$ cat src/rtl/axi_rd_arbiter.sv
// Round-robin arbiter sharing one single-beat AXI read controller among NUM_REQ requesters.
// Optional error masking of failing requesters is enabled with `define ARB_ERR_MASK_EN.
module axi_rd_arbiter #(
    parameter int NUM_REQ = 4,
    parameter int ADDR_W  = 64,
    parameter int DATA_W  = 128
) (
    input  logic                       clk,
    input  logic                       rst_n,
    input  logic [NUM_REQ-1:0]         req_valid,
    input  logic [NUM_REQ*ADDR_W-1:0]  req_addr,
    output logic [NUM_REQ-1:0]         req_ack,
    output logic [NUM_REQ-1:0]         rsp_valid,
    output logic [DATA_W-1:0]          rsp_data,
    output logic                       rsp_err,
    output logic                       dn_valid,
    output logic [ADDR_W-1:0]          dn_addr,
    input  logic [DATA_W-1:0]          dn_data,
    input  logic                       dn_ready,
    input  logic                       dn_err,
    output logic                       busy,
    output logic [$clog2(NUM_REQ)-1:0] grant_id,
    input  logic [NUM_REQ-1:0]         err_clr,
    output logic [NUM_REQ-1:0]         err_mask
);
    localparam int ID_W = $clog2(NUM_REQ);

    // Handshake: req_valid is held until a one-cycle req_ack; dn_valid is a one-cycle
    // command pulse and dn_ready a one-cycle response pulse accepted only in WAIT.
    typedef enum logic [1:0] {IDLE, ISSUE, WAIT, GAP} state_t;

    state_t              state, state_d;
    logic [ID_W-1:0]     ptr, ptr_d;
    logic [1:0]          gap_cnt, gap_d;
    logic [ID_W-1:0]     grant_d;
    logic [ADDR_W-1:0]   addr_d;
    logic                dn_valid_d, rsp_err_d, busy_d;
    logic [NUM_REQ-1:0]  ack_d, rsp_valid_d, mask_set, eligible;
    logic [DATA_W-1:0]   rsp_data_d;
    logic                found_hi;
    logic [ID_W-1:0]     pick_hi, pick_lo, pick;
    logic [ADDR_W-1:0]   addr_arr [NUM_REQ];

    for (genvar g = 0; g < NUM_REQ; g++) begin : g_addr
        assign addr_arr[g] = req_addr[g*ADDR_W +: ADDR_W];
    end

    assign eligible = req_valid & ~err_mask;

    // Lowest eligible index at or above ptr, otherwise lowest overall (wrap-around).
    always_comb begin
        found_hi = 1'b0;
        pick_hi  = '0;
        pick_lo  = '0;
        for (int i = NUM_REQ - 1; i >= 0; i--) begin
            if (eligible[i]) begin
                pick_lo = ID_W'(i);
                if (ID_W'(i) >= ptr) begin
                    found_hi = 1'b1;
                    pick_hi  = ID_W'(i);
                end
            end
        end
        pick = found_hi ? pick_hi : pick_lo;
    end

    always_comb begin
        state_d     = state;
        gap_d       = gap_cnt;
        ptr_d       = ptr;
        grant_d     = grant_id;
        addr_d      = dn_addr;
        dn_valid_d  = 1'b0;
        ack_d       = '0;
        rsp_valid_d = '0;
        rsp_data_d  = rsp_data;
        rsp_err_d   = 1'b0;
        mask_set    = '0;
        case (state)
            IDLE: begin
                if (|eligible) begin
                    state_d     = ISSUE;
                    grant_d     = pick;
                    ptr_d       = (pick == ID_W'(NUM_REQ - 1)) ? '0 : pick + 1'b1;
                    addr_d      = addr_arr[pick];
                    dn_valid_d  = 1'b1;
                    ack_d[pick] = 1'b1;
                end
            end
            ISSUE: state_d = WAIT;
            WAIT: begin
                if (dn_ready) begin
                    state_d               = GAP;
                    gap_d                 = 2'd2;
                    rsp_valid_d[grant_id] = 1'b1;
                    rsp_data_d            = dn_data;
                    rsp_err_d             = dn_err;
                    mask_set[grant_id]    = dn_err;
                end
            end
            GAP: begin
                // Gives the controller time to finish its post-error fault cycle.
                gap_d = gap_cnt - 2'd1;
                if (gap_cnt == 2'd1) state_d = IDLE;
            end
            default: state_d = IDLE;
        endcase
        busy_d = (state_d != IDLE);
    end

    always_ff @(posedge clk or negedge rst_n) begin
        if (!rst_n) begin
            state     <= IDLE;
            gap_cnt   <= '0;
            ptr       <= '0;
            grant_id  <= '0;
            dn_addr   <= '0;
            dn_valid  <= 1'b0;
            req_ack   <= '0;
            rsp_valid <= '0;
            rsp_data  <= '0;
            rsp_err   <= 1'b0;
            busy      <= 1'b0;
        end else begin
            state     <= state_d;
            gap_cnt   <= gap_d;
            ptr       <= ptr_d;
            grant_id  <= grant_d;
            dn_addr   <= addr_d;
            dn_valid  <= dn_valid_d;
            req_ack   <= ack_d;
            rsp_valid <= rsp_valid_d;
            rsp_data  <= rsp_data_d;
            rsp_err   <= rsp_err_d;
            busy      <= busy_d;
        end
    end

`ifdef ARB_ERR_MASK_EN
    logic [NUM_REQ-1:0] mask_q;

    // A set on the same cycle as a clear wins.
    always_ff @(posedge clk or negedge rst_n) begin
        if (!rst_n) mask_q <= '0;
        else        mask_q <= (mask_q & ~err_clr) | mask_set;
    end

    assign err_mask = mask_q;
`else
    logic unused_mask;

    assign err_mask    = '0;
    assign unused_mask = ^{err_clr, mask_set};
`endif

endmodule
$ cat config.mk
export PLATFORM = sky130hd
export DESIGN_NAME = axi_rd_arbiter
export DESIGN_NICKNAME = d
export VERILOG_FILES = /design/src/rtl/axi_rd_arbiter.sv
export SDC_FILE = /design/constraint.sdc
export NUM_CORES = 1
export LEC_CHECK = 0
export ABC_CLOCK_PERIOD_IN_PS = 2800
export BUFFER_PORTS_ARGS = -buffer_cell sky130_fd_sc_hd__buf_2
export CORE_AREA = 2 2 233 235
export CTS_CLUSTER_DIAMETER = 120
export DETAILED_ROUTE_END_ITERATION = 7
export DIE_AREA = 0 0 235 237
export GPL_ROUTABILITY_DRIVEN = 0
export PLACE_DENSITY = 0.38
export SLEW_MARGIN = 40
export SYNTH_ARGS = -nofsm -noshare
export SYNTH_HDL_FRONTEND = slang
export SYNTH_SLANG_ARGS = --single-unit
$ cat constraint.sdc
create_clock -name clk -period 2.8 [get_ports clk]
set_input_delay 0.14 -clock clk [delete_from_list [all_inputs] [get_ports clk]]
set_output_delay 0.14 -clock clk [all_outputs]
set_load 0.01 [all_outputs]
==> impl_metrics.yaml, run 1 <==
placement:
  io_buffer_count: 596
  post_dp_cell_area_sq_um: 14000
  hpwlAfterDp_mm: 34.1
  placed_cells: 2305
outcome:
  status: "complete, no violations"
clock_tree:
  post_cts_buffers: 0
  clock_path_buffers: 3
  clk_pin_slew_ns: 0.06
  ctsRootBufferMaster: "clkbuf_16"
  clk_latency_ns: 0.55
  htree_levels: 1
  cts_tree: "done"
  cts_buffers: 27
  clock-sinks: 211
setup_path:
  crit_chain: "nand2b_2 -> a21oi_4 -> nor3_4 -> inv_6 -> buf_12 -> mux2i_1 -> a211oi_1 -> dlygate4sd3_1"
  cp_top_family: "buffers and inverters"
  cpPeakStageDelay_ns: 0.58
  required_ns: 3.23
  critPathSlowestCell: "dlygate4sd3_1"
  path_buf_inv: 3
  start_kind: "flop"
  endpoint_kind: "flop"
  crit_arrival_ns: 3.07
  critical_path_peak_fanout: 35
  crit_type: "reg -> reg"
  r2r_slack_ns: 0.16
drt:
  viasPerCell: 4.33
  drtPass1Iterations: 5
  drtAntennaViolNets: 0
  num_vias: 11600
  drc: 0
  wl_mm: 47.7
  drtIter0Drc: 452
  drt-wirelength-per-cell_um: 17.9
cells_and_area:
  final_util_pct: 33.8
  layout_common_cells: "buf_2, nand2_1, dlygate4sd3_1"
  instances_no_fill: 2672
  syn_to_final_growth_pct: 78.6
  finalInstanceArea_sq_um: 18000
  nNetsFinal: 2357
  layout_commonest_cell: "buf_2"
  drive_above_1_share_pct: 36.3
timing:
  setup_viol: 0
  tightest_slew_ns: 0.730
  tns_ns: 0
  fin_skew_ns: 0.0155
  fin_crit_ns: 2.64
  max-slew-margin-rel_pct: 51.2
  max_freq_mhz: 379
  hold_viol: 0
  final_max_slew_viol_count: 0
  rsz0062_at_grt: "yes"
  period_share_pct: 94.2
global_route:
  antenna_found_initial: 5
  grt.total_usage_pct: 16.7
  grt_first_pass_wirelength_mm: 73.0
  grt_max_degree: 82
  grt-ovfl-total: 0
  grt_pass1_vias: 12300
synthesis:
  synth_top_area_cell: "dfrtp_1"
  ys_async_sr_fraction_pct: 100
  yosysSeqAreaShare_pct: 52.3
  ys.flop_type: "dfrtp_1"
  synth_area_sq_um: 10100
  ys_ff_latch: 211
  yosysUniqueCellTypes: 39
  avgSynthCellArea_sq_um: 9.41
  postSynthCellCount: 1072
  synth.area.top_cells: "dfrtp_1, nand2_1, a211oi_1, mux2_4, mux2i_1"
  synth_top_cell_area_share_pct: 52.3
  yosys_warnings: 0
  synth_edf_count: 0
floorplanning:
  rows: 85
  ios: 605
  fp.dieW_um: 235
  start_util_pct: 18.9
  core_sq_um: 53300
  dieArea_sq_um: 55700
  die_y_um: 237
power_and_ir_drop:
  power_density_nw_per_um2: 872
  power_leakage_nw: 9.27
  ir_drop_uv: 399
run:
  maxCapViolations: 0
hold_path:
  hold_class: "in -> reg"
-- synthesized netlist by cell type (2+ instances only) --
| cell | count |
|---|---|
| a211oi_1 | 66 |
| a21oi_1 | 36 |
| a221o_1 | 31 |
| and2_1 | 5 |
| and4_1 | 33 |
| buf_1 | 4 |
| buf_2 | 8 |
| buf_4 | 8 |
| buf_6 | 3 |
| clkbuf_1 | 72 |
| dfrtp_1 | 211 |
| ha_1 | 5 |
| inv_1 | 4 |
| mux2_2 | 5 |
| mux2_4 | 25 |
| mux2i_1 | 34 |
| nand2_1 | 395 |
| nand2b_1 | 2 |
| nand4_1 | 31 |
| nor2_1 | 40 |
| o21ai_0 | 3 |
| o31ai_1 | 31 |
| or2_2 | 4 |
-- timing repair --
action | 4_1_cts | 5_1_grt
setup endpoints to repair | 0 | 37
hold buffers | 318 | 0
gates resized for setup | 0 | 6
endpoints found under the hold margin | 271 | 0
-- tightest hold or removal path, stage by stage --
cell	delay, ns
buf_2	0.09
mux2i_1	0.19
a211oi_1	0.10
-- registers in the layout (all words and copies together), names as in the netlist --
name	flops
ptr	2
rsp_data	128
rsp_err	1
dn_valid	1
dn_addr	64
req_ack	4
state	2
gap_cnt	2
grant_id	2
rsp_valid	4
busy	1
-- power by group --
part | internal, W | leakage [nW] | switching (W)
Clock | 0.00189 | 0.401 | 0.00139
Sequential | 0.00447 | 2.59 | 0.000796
Combinational | 0.00313 | 6.28 | 0.00404
-- path summary, 6_finish.rpt --
check,start,to,cells after the start
setup / recovery,ptr[1]$_DFFE_PN0P_,dn_addr[32]$_DFFE_PN0P_,8
hold / removal,req_addr[98],dn_addr[34]$_DFFE_PN0P_,3
setup reg to reg,ptr[1]$_DFFE_PN0P_,dn_addr[32]$_DFFE_PN0P_,8
hold reg to reg,rsp_data[102]$_DFFE_PN0P_,rsp_data[102]$_DFFE_PN0P_,2
max in group asynchronous,rst_n,rsp_data[124]$_DFFE_PN0P_,3
min in group asynchronous,rst_n,rsp_data[56]$_DFFE_PN0P_,2
-- per-layer routing --
metal / part of all wire (%) / global-route usage [%]
met1: 41 / 20.2
met2: 48 / 28.4
met3: 7.6 / 4.10
met4: 4.0 / 6.66
met5: 0.057 / 0
-- logic make-up after synthesis --
kind of cell               synth area share, %
other                                   0.0372
AOI/OAI and AO/OA                         12.7
muxes                                     7.76
DFF                                       52.3
adders and majority gates                0.620
and+or+nand+nor                           22.1
buffers and inverters                     4.40
-- cell type report --
type                       instances  area (sq um)
antenna                            2          5.00
clock buffer                      39           771
clock inverter                     8          48.8
fill                            5610         35300
inverter                           6          27.5
multi-input combinational        763          4440
sequential                       211          5280
tap                              696           871
timing repair buffer             947          6570
-- metrics by stage --
stage                     worst slack [ns]  total power [W]  hold WS, ns
after floorplan                      0.808          0.00883       -0.156
after detailed placement             0.438           0.0121        0.204
after global placement               0.445           0.0120        0.209
after global routing               -0.0239           0.0169       0.0302
after CTS                           0.0244           0.0160      0.00143
final                                0.164           0.0157       0.0193
(Power assumes the default switching activity.)
==> run 2: changes to the inputs <==
- CELL_PAD_IN_SITES_DETAIL_PLACEMENT: unset -> 1
- CELL_PAD_IN_SITES_GLOBAL_PLACEMENT: unset -> 1
- CORE_AREA: 2 2 233 235 -> 2 2 232 234
- DIE_AREA: 0 0 235 237 -> 0 0 234 236
- PLACE_DENSITY: 0.38 -> 0.5
- SETUP_SLACK_MARGIN: unset -> 0.5
==> run 2 against run 1 <==
Against the previous run:
- clock power is 5% higher
- critical path type unchanged
- worst hold slack lost 0.013 ns
- setup slack gained 0.42 ns
- die area shrank 0.85%
- via count rose by 1.1%
- maximum frequency rose by 19%
- clock-buffer cell count decreased by 4
- final area decreased by 0.35%
- critical path depth fell by 1
==> impl_metrics.yaml, run 2 (same netlist as run 1, synthesis figures left out) <==
clock_tree:
  clock_path_buffers: 3
  htree_levels: 1
  post_cts_buffers: 0
  clock-sinks: 211
  ctsRootBufferMaster: "clkbuf_16"
  clk_latency_ns: 0.54
  clk_pin_slew_ns: 0.06
  cts_tree: "done"
  cts_buffers: 27
setup_path:
  crit_arrival_ns: 2.61
  endpoint_kind: "flop"
  crit-reg2reg-launch: "ptr[1]$_DFFE_PN0P_"
  crit_end: "dn_addr[47]$_DFFE_PN0P_"
  critical_path_peak_fanout: 51
  r2r-end: "dn_addr[47]$_DFFE_PN0P_"
  ff2ff_path_depth: 7
  crit_type: "reg -> reg"
  required_ns: 3.20
  crit_path_start: "ptr[1]$_DFFE_PN0P_"
  r2r_slack_ns: 0.59
  start_kind: "flop"
global_route:
  grt_pass1_vias: 13100
  grt.total_usage_pct: 17.7
  grt-ovfl-total: 0
  grt_first_pass_wirelength_mm: 76.4
  antenna_found_initial: 9
  grt_max_degree: 132
timing:
  final_max_slew_viol_count: 0
  max_freq_mhz: 452
  fin_crit_ns: 2.21
  tns_ns: 0
  hold_viol: 0
  rsz0062_at_grt: "no"
  period_share_pct: 79.0
  fin_skew_ns: 0.0126
  max-slew-margin-rel_pct: 53.5
  setup_viol: 0
  fin_ws_ns: 0.588
  tightest_slew_ns: 0.698
cells_and_area:
  top_regs: "rsp_data: 128 flops, dn_addr: 64 flops"
  instances_no_fill: 2663
  layout_commonest_cell: "buf_2"
  final_util_pct: 33.8
  nFillCells: 6223
  max_flop_register: "rsp_data"
  finalInstanceArea_sq_um: 18000
  largest_reg_flops: 128
  syn_to_final_growth_pct: 78.0
  nNetsFinal: 2344
  drive_above_1_share_pct: 36.4
  layout_common_cells: "buf_2, nand2_1, dlygate4sd3_1"
drt:
  drtPass1Iterations: 6
  drtIter0Drc: 470
  drc: 0
  drtAntennaViolNets: 0
  drt-wirelength-per-cell_um: 19.2
  viasPerCell: 4.39
  num_vias: 11700
  wl_mm: 51.1
power_and_ir_drop:
  power_leakage_nw: 9.21
  power_density_nw_per_um2: 878
  ir_drop_uv: 406
placement:
  hpwlAfterDp_mm: 34.9
  io_buffer_count: 596
  post_dp_cell_area_sq_um: 13900
  place_ws_ns: 0.237
  placed_cells: 2299
floorplanning:
  core_sq_um: 53100
  die_y_um: 236
  start_util_pct: 19.0
  fp.dieW_um: 234
  dieArea_sq_um: 55200
  ios: 605
  rows: 85
run:
  maxCapViolations: 0
hold_path:
  hold_class: "in -> reg"
outcome:
  status: "complete, no violations"
run 2: changes by cell type in the layout (fill, tap and decap cells not counted), sizes merged:
| cell | before | now |
|---|---|---|
| clkinvlp | 2 | 1 |
| clkbuf | 39 | 36 |
| buf | 629 | 623 |
| dlygate4sd3 | 318 | 310 |
| clkinv | 5 | 9 |
| diode | 2 | 6 |
| bufinv | 0 | 3 |
| inv | 7 | 5 |
run 2: report_power, final:
group	internal [W]	switching, W
Combinational	0.00295	0.00411
Sequential	0.00446	0.000788
Clock	0.00207	0.00140
Total	0.00948	0.00629
run 2: cell type report:
| class | count | area, sq um | share of cell area, % |
|---|---|---|---|
| tap | 696 | 871 | 4.85 |
| multi-input combinational | 763 | 4420 | 24.6 |
| sequential | 211 | 5280 | 29.4 |
| clock inverter | 12 | 113 | 0.627 |
| clock buffer | 35 | 756 | 4.21 |
| antenna | 6 | 15.0 | 0.0836 |
| inverter | 6 | 48.8 | 0.272 |
| timing repair buffer | 934 | 6460 | 36.0 |
run 2: how the worst min path moves through the flow:
stage,endpoint,from,slack (ns),cells after the start
2_1_floorplan,busy$_DFF_PN0_,rst_n,-0.16,0
6_report,dn_addr[53]$_DFFE_PN0P_,req_addr[53],0.007,3
4_1_cts,dn_addr[51]$_DFFE_PN0P_,req_addr[243],0.0002,4
5_1_grt,dn_addr[3]$_DFFE_PN0P_,req_addr[3],0.03,3
3_5_place_dp,rsp_data[74]$_DFFE_PN0P_,rst_n,0.21,1
3_3_place_gp,rsp_data[23]$_DFFE_PN0P_,rst_n,0.22,1
run 2: metal layers:
layer	GRT usage (%)	vias up	share of wire (%)
li1	-	5450	-
met5	0	-	0.10
met2	30.9	476	48
met4	6.08	8	3.1
met1	20.7	5676	41
met3	4.86	90	7.9
run 2: critical path, cell delays in order, from the launching register on:
cell and delay, ns:
dfrtp_2 0.45, mux2i_1 0.27, nor2_2 0.08, nor3_4 0.20, bufinv_16 0.28, clkbuf_16 0.29, a211oi_1 0.30, a211oi_1 0.09
run 2: what timing repair did:
item,CTS,global route
gates resized for setup,3,4
setup endpoints to repair,58,58
cloned,0,1
endpoints found under the hold margin,273,0
hold buffers,310,0
run 2: stage by stage:
step,total power (W),hold slack [ns]
3_3_place_gp,0.0119,0.218
2_1_floorplan,0.00883,-0.156
3_5_place_dp,0.0120,0.214
4_1_cts,0.0159,0.000212
6_report,0.0158,0.00667
5_1_grt,0.0169,0.0323
==> run 3: changes to the inputs <==
- ABC_AREA: unset -> 1
- ABC_CLOCK_PERIOD_IN_PS: 2800 -> 2000
- CORE_AREA: 2 2 232 234 -> 2 2 237 239
- DIE_AREA: 0 0 234 236 -> 0 0 239 241
- PLACE_DENSITY: 0.5 -> 0.55
- clock period: 2.8 -> 2 ns (I/O delays scaled with it)
==> run 3 against run 2 <==
Against the previous run:
- flip-flop and latch count stayed put
- worst hold slack better by 0.026 ns
- critical path depth is 4 higher
- setup slack worse by 0.40 ns
- register-to-register slack worse by 0.40 ns
- final area is 17% higher
- global-route usage is 1.7 points higher
- area after synthesis is 8.3% higher
- critical path type unchanged
==> impl_metrics.yaml, run 3 <==
cells_and_area:
  layout_commonest_cell: "nand2_1"
  finalInstanceArea_sq_um: 21000
  top_regs: "rsp_data: 128 flops, dn_addr: 64 flops"
  nFillCells: 6664
  multi_input_area_sq_um: 4780
  drive_above_1_share_pct: 32.8
  layout_common_cells: "nand2_1, buf_2, dlygate4sd3_1"
  max_flop_register: "rsp_data"
  seqCellArea_sq_um: 5280
  syn_to_final_growth_pct: 92.5
  largest_reg_flops: 128
  nNetsFinal: 2928
placement:
  post_dp_cell_area_sq_um: 14800
  hpwlAfterDp_mm: 36.6
  io_buffer_count: 596
clock_tree:
  ctsRootBufferMaster: "clkbuf_16"
  cts_tree: "done"
  htree_levels: 1
  clock_path_buffers: 3
  cts_buffers: 27
  clk_latency_ns: 0.55
  clock-sinks: 211
  clk_pin_slew_ns: 0.06
synthesis:
  synth_commonest_cells: "nand2_1, inv_1, nand3_1, dfrtp_1, buf_2"
  yosys_warnings: 0
  synth_top_area_cell: "dfrtp_1"
  ys_ff_latch: 211
  synth.area.top_cells: "dfrtp_1, nand2_1, nand3_1, inv_1, buf_2"
  avgSynthCellArea_sq_um: 7.06
  yosysSeqAreaShare_pct: 48.3
  postSynthCellCount: 1547
  synth.most_common_cell: "nand2_1"
  synth_edf_count: 0
  ys.flop_type: "dfrtp_1"
  yosysUniqueCellTypes: 22
  synth_top_cell_area_share_pct: 48.3
  ys_async_sr_fraction_pct: 100
  synth_area_sq_um: 10900
setup_path:
  endpoint_kind: "flop"
  required_ns: 2.41
  critical_path_peak_fanout: 8
  crit_chain: "nor2_4 -> nand2_4 -> nand2_2 -> inv_2 -> nand2_8 -> nand2_8 -> clkinvlp_4 -> clkbuf_16 -> nand2_1 -> nand3_1 -> nand3_1"
  crit_arrival_ns: 2.22
  crit_type: "reg -> reg"
  critPathSlowestCell: "dfrtp_2"
  crit_path_start: "ptr[0]$_DFFE_PN0P_"
  start_kind: "flop"
  cpPeakStageDelay_ns: 0.44
  crit-reg2reg-launch: "ptr[0]$_DFFE_PN0P_"
drt:
  viasPerCell: 4.35
  wl_mm: 61.5
  drtAntennaViolNets: 0
  drc: 0
  num_vias: 14200
  drtIter0Drc: 563
  drt-wirelength-per-cell_um: 18.9
  drtPass1Iterations: 4
timing:
  period_share_pct: 90.4
  tns_ns: 0
  rsz0062_at_grt: "yes"
  fin_crit_ns: 1.81
  hold_viol: 0
  setup_viol: 0
  max_freq_mhz: 553
  final_max_slew_viol_count: 0
  fin_skew_ns: 0.0225
global_route:
  grt_max_degree: 136
  grt_first_pass_wirelength_mm: 87.1
  grt_pass1_vias: 15500
  grt.total_usage_pct: 19.4
  grt-ovfl-total: 0
  antenna_found_initial: 8
power_and_ir_drop:
  power_leakage_nw: 11.9
  ir_drop_uv: 399
  power_density_nw_per_um2: 1230
floorplanning:
  core_sq_um: 54900
  fp.dieW_um: 239
  rows: 86
  die_y_um: 241
  dieArea_sq_um: 57600
  start_util_pct: 19.9
  ios: 605
hold_path:
  hold_class: "in -> async"
outcome:
  status: "complete, no violations"
run:
  maxCapViolations: 0
## run 3: cell families after synthesis
group	synth area share (%)
other	0.0343
buffers and inverters	13.1
adder cells (fa/ha/maj)	0.573
AND/OR/NAND/NOR	35.5
AO/OA/AOI/OAI	2.52
flip-flops	48.3
## run 3: area by class of cell
cell class | instances | area share (%)
repair buffers | 1041 | 38.7
well taps | 704 | 4.19
inverters | 251 | 4.57
clock buffers | 39 | 3.76
diodes | 7 | 0.0833
flip-flops and latches | 211 | 25.1
multi-input cells | 995 | 22.8
clock inverters | 9 | 0.821
## run 3: power by group
| part | internal, W | switching [W] | total (W) | leakage, nW |
|---|---|---|---|---|
| combinational | 0.00566 | 0.00751 | 0.0132 | 8.80 |
| sequential | 0.00620 | 0.00109 | 0.00729 | 2.63 |
| clock | 0.00336 | 0.00199 | 0.00535 | 0.472 |
| total | 0.0152 | 0.0106 | 0.0258 | 11.9 |
## run 3: through the flow
stage	total power, W	instances	util [%]	hold WS (ns)	setup slack [ns]
floorplan	0.0126	1550	-	-0.196	0.512
global placement	0.0171	2791	27.0	0.00491	0.129
detailed placement	0.0173	2791	27.0	0.00285	0.0775
CTS	0.0246	3228	36.6	0.00167	0.248
global route	0.0276	3255	38.3	0.0379	0.107
finish	0.0258	3257	38.3	0.0330	0.192
## run 3: worst paths after layout
check / end / slack, ns / cells after the start
min: rsp_data[34]$_DFFE_PN0P_ / 0.03 / 2
max: dn_addr[42]$_DFFE_PN0P_ / 0.19 / 11
max in group asynchronous: rsp_data[84]$_DFFE_PN0P_ / 1.26 / 3
min reg2reg: dn_addr[14]$_DFFE_PN0P_ / 0.47 / 2
min in group clk: dn_addr[10]$_DFFE_PN0P_ / 0.03 / 7
max reg2reg: dn_addr[42]$_DFFE_PN0P_ / 0.19 / 11
## run 3: repair_timing
item / in CTS / in global routing
pin swaps: 16 / 43
hold buffers: 363 / 0
endpoints found under the setup margin: 142 / 154
buffers inserted: 13 / 7
gates resized for setup: 44 / 132
cloned: 13 / 15
hold endpoints to repair: 404 / 0
## run 3: per-layer routing
layer  vias to the layer above  wire length [um]  GRT usage, %
met5                         -                40             0
met4                         6              2380          8.33
met3                       163              3900          4.84
met2                       541             31100          34.8
met1                      6838             24000          21.8
li1                       6627                 -             -
## run 3: critical path: cells and delay by family, from the launching register on
kind | cells | cell delay (ns)
and+or+nand+nor | 8 | 0.70
DFF | 1 | 0.44
buffers and inverters | 3 | 0.51
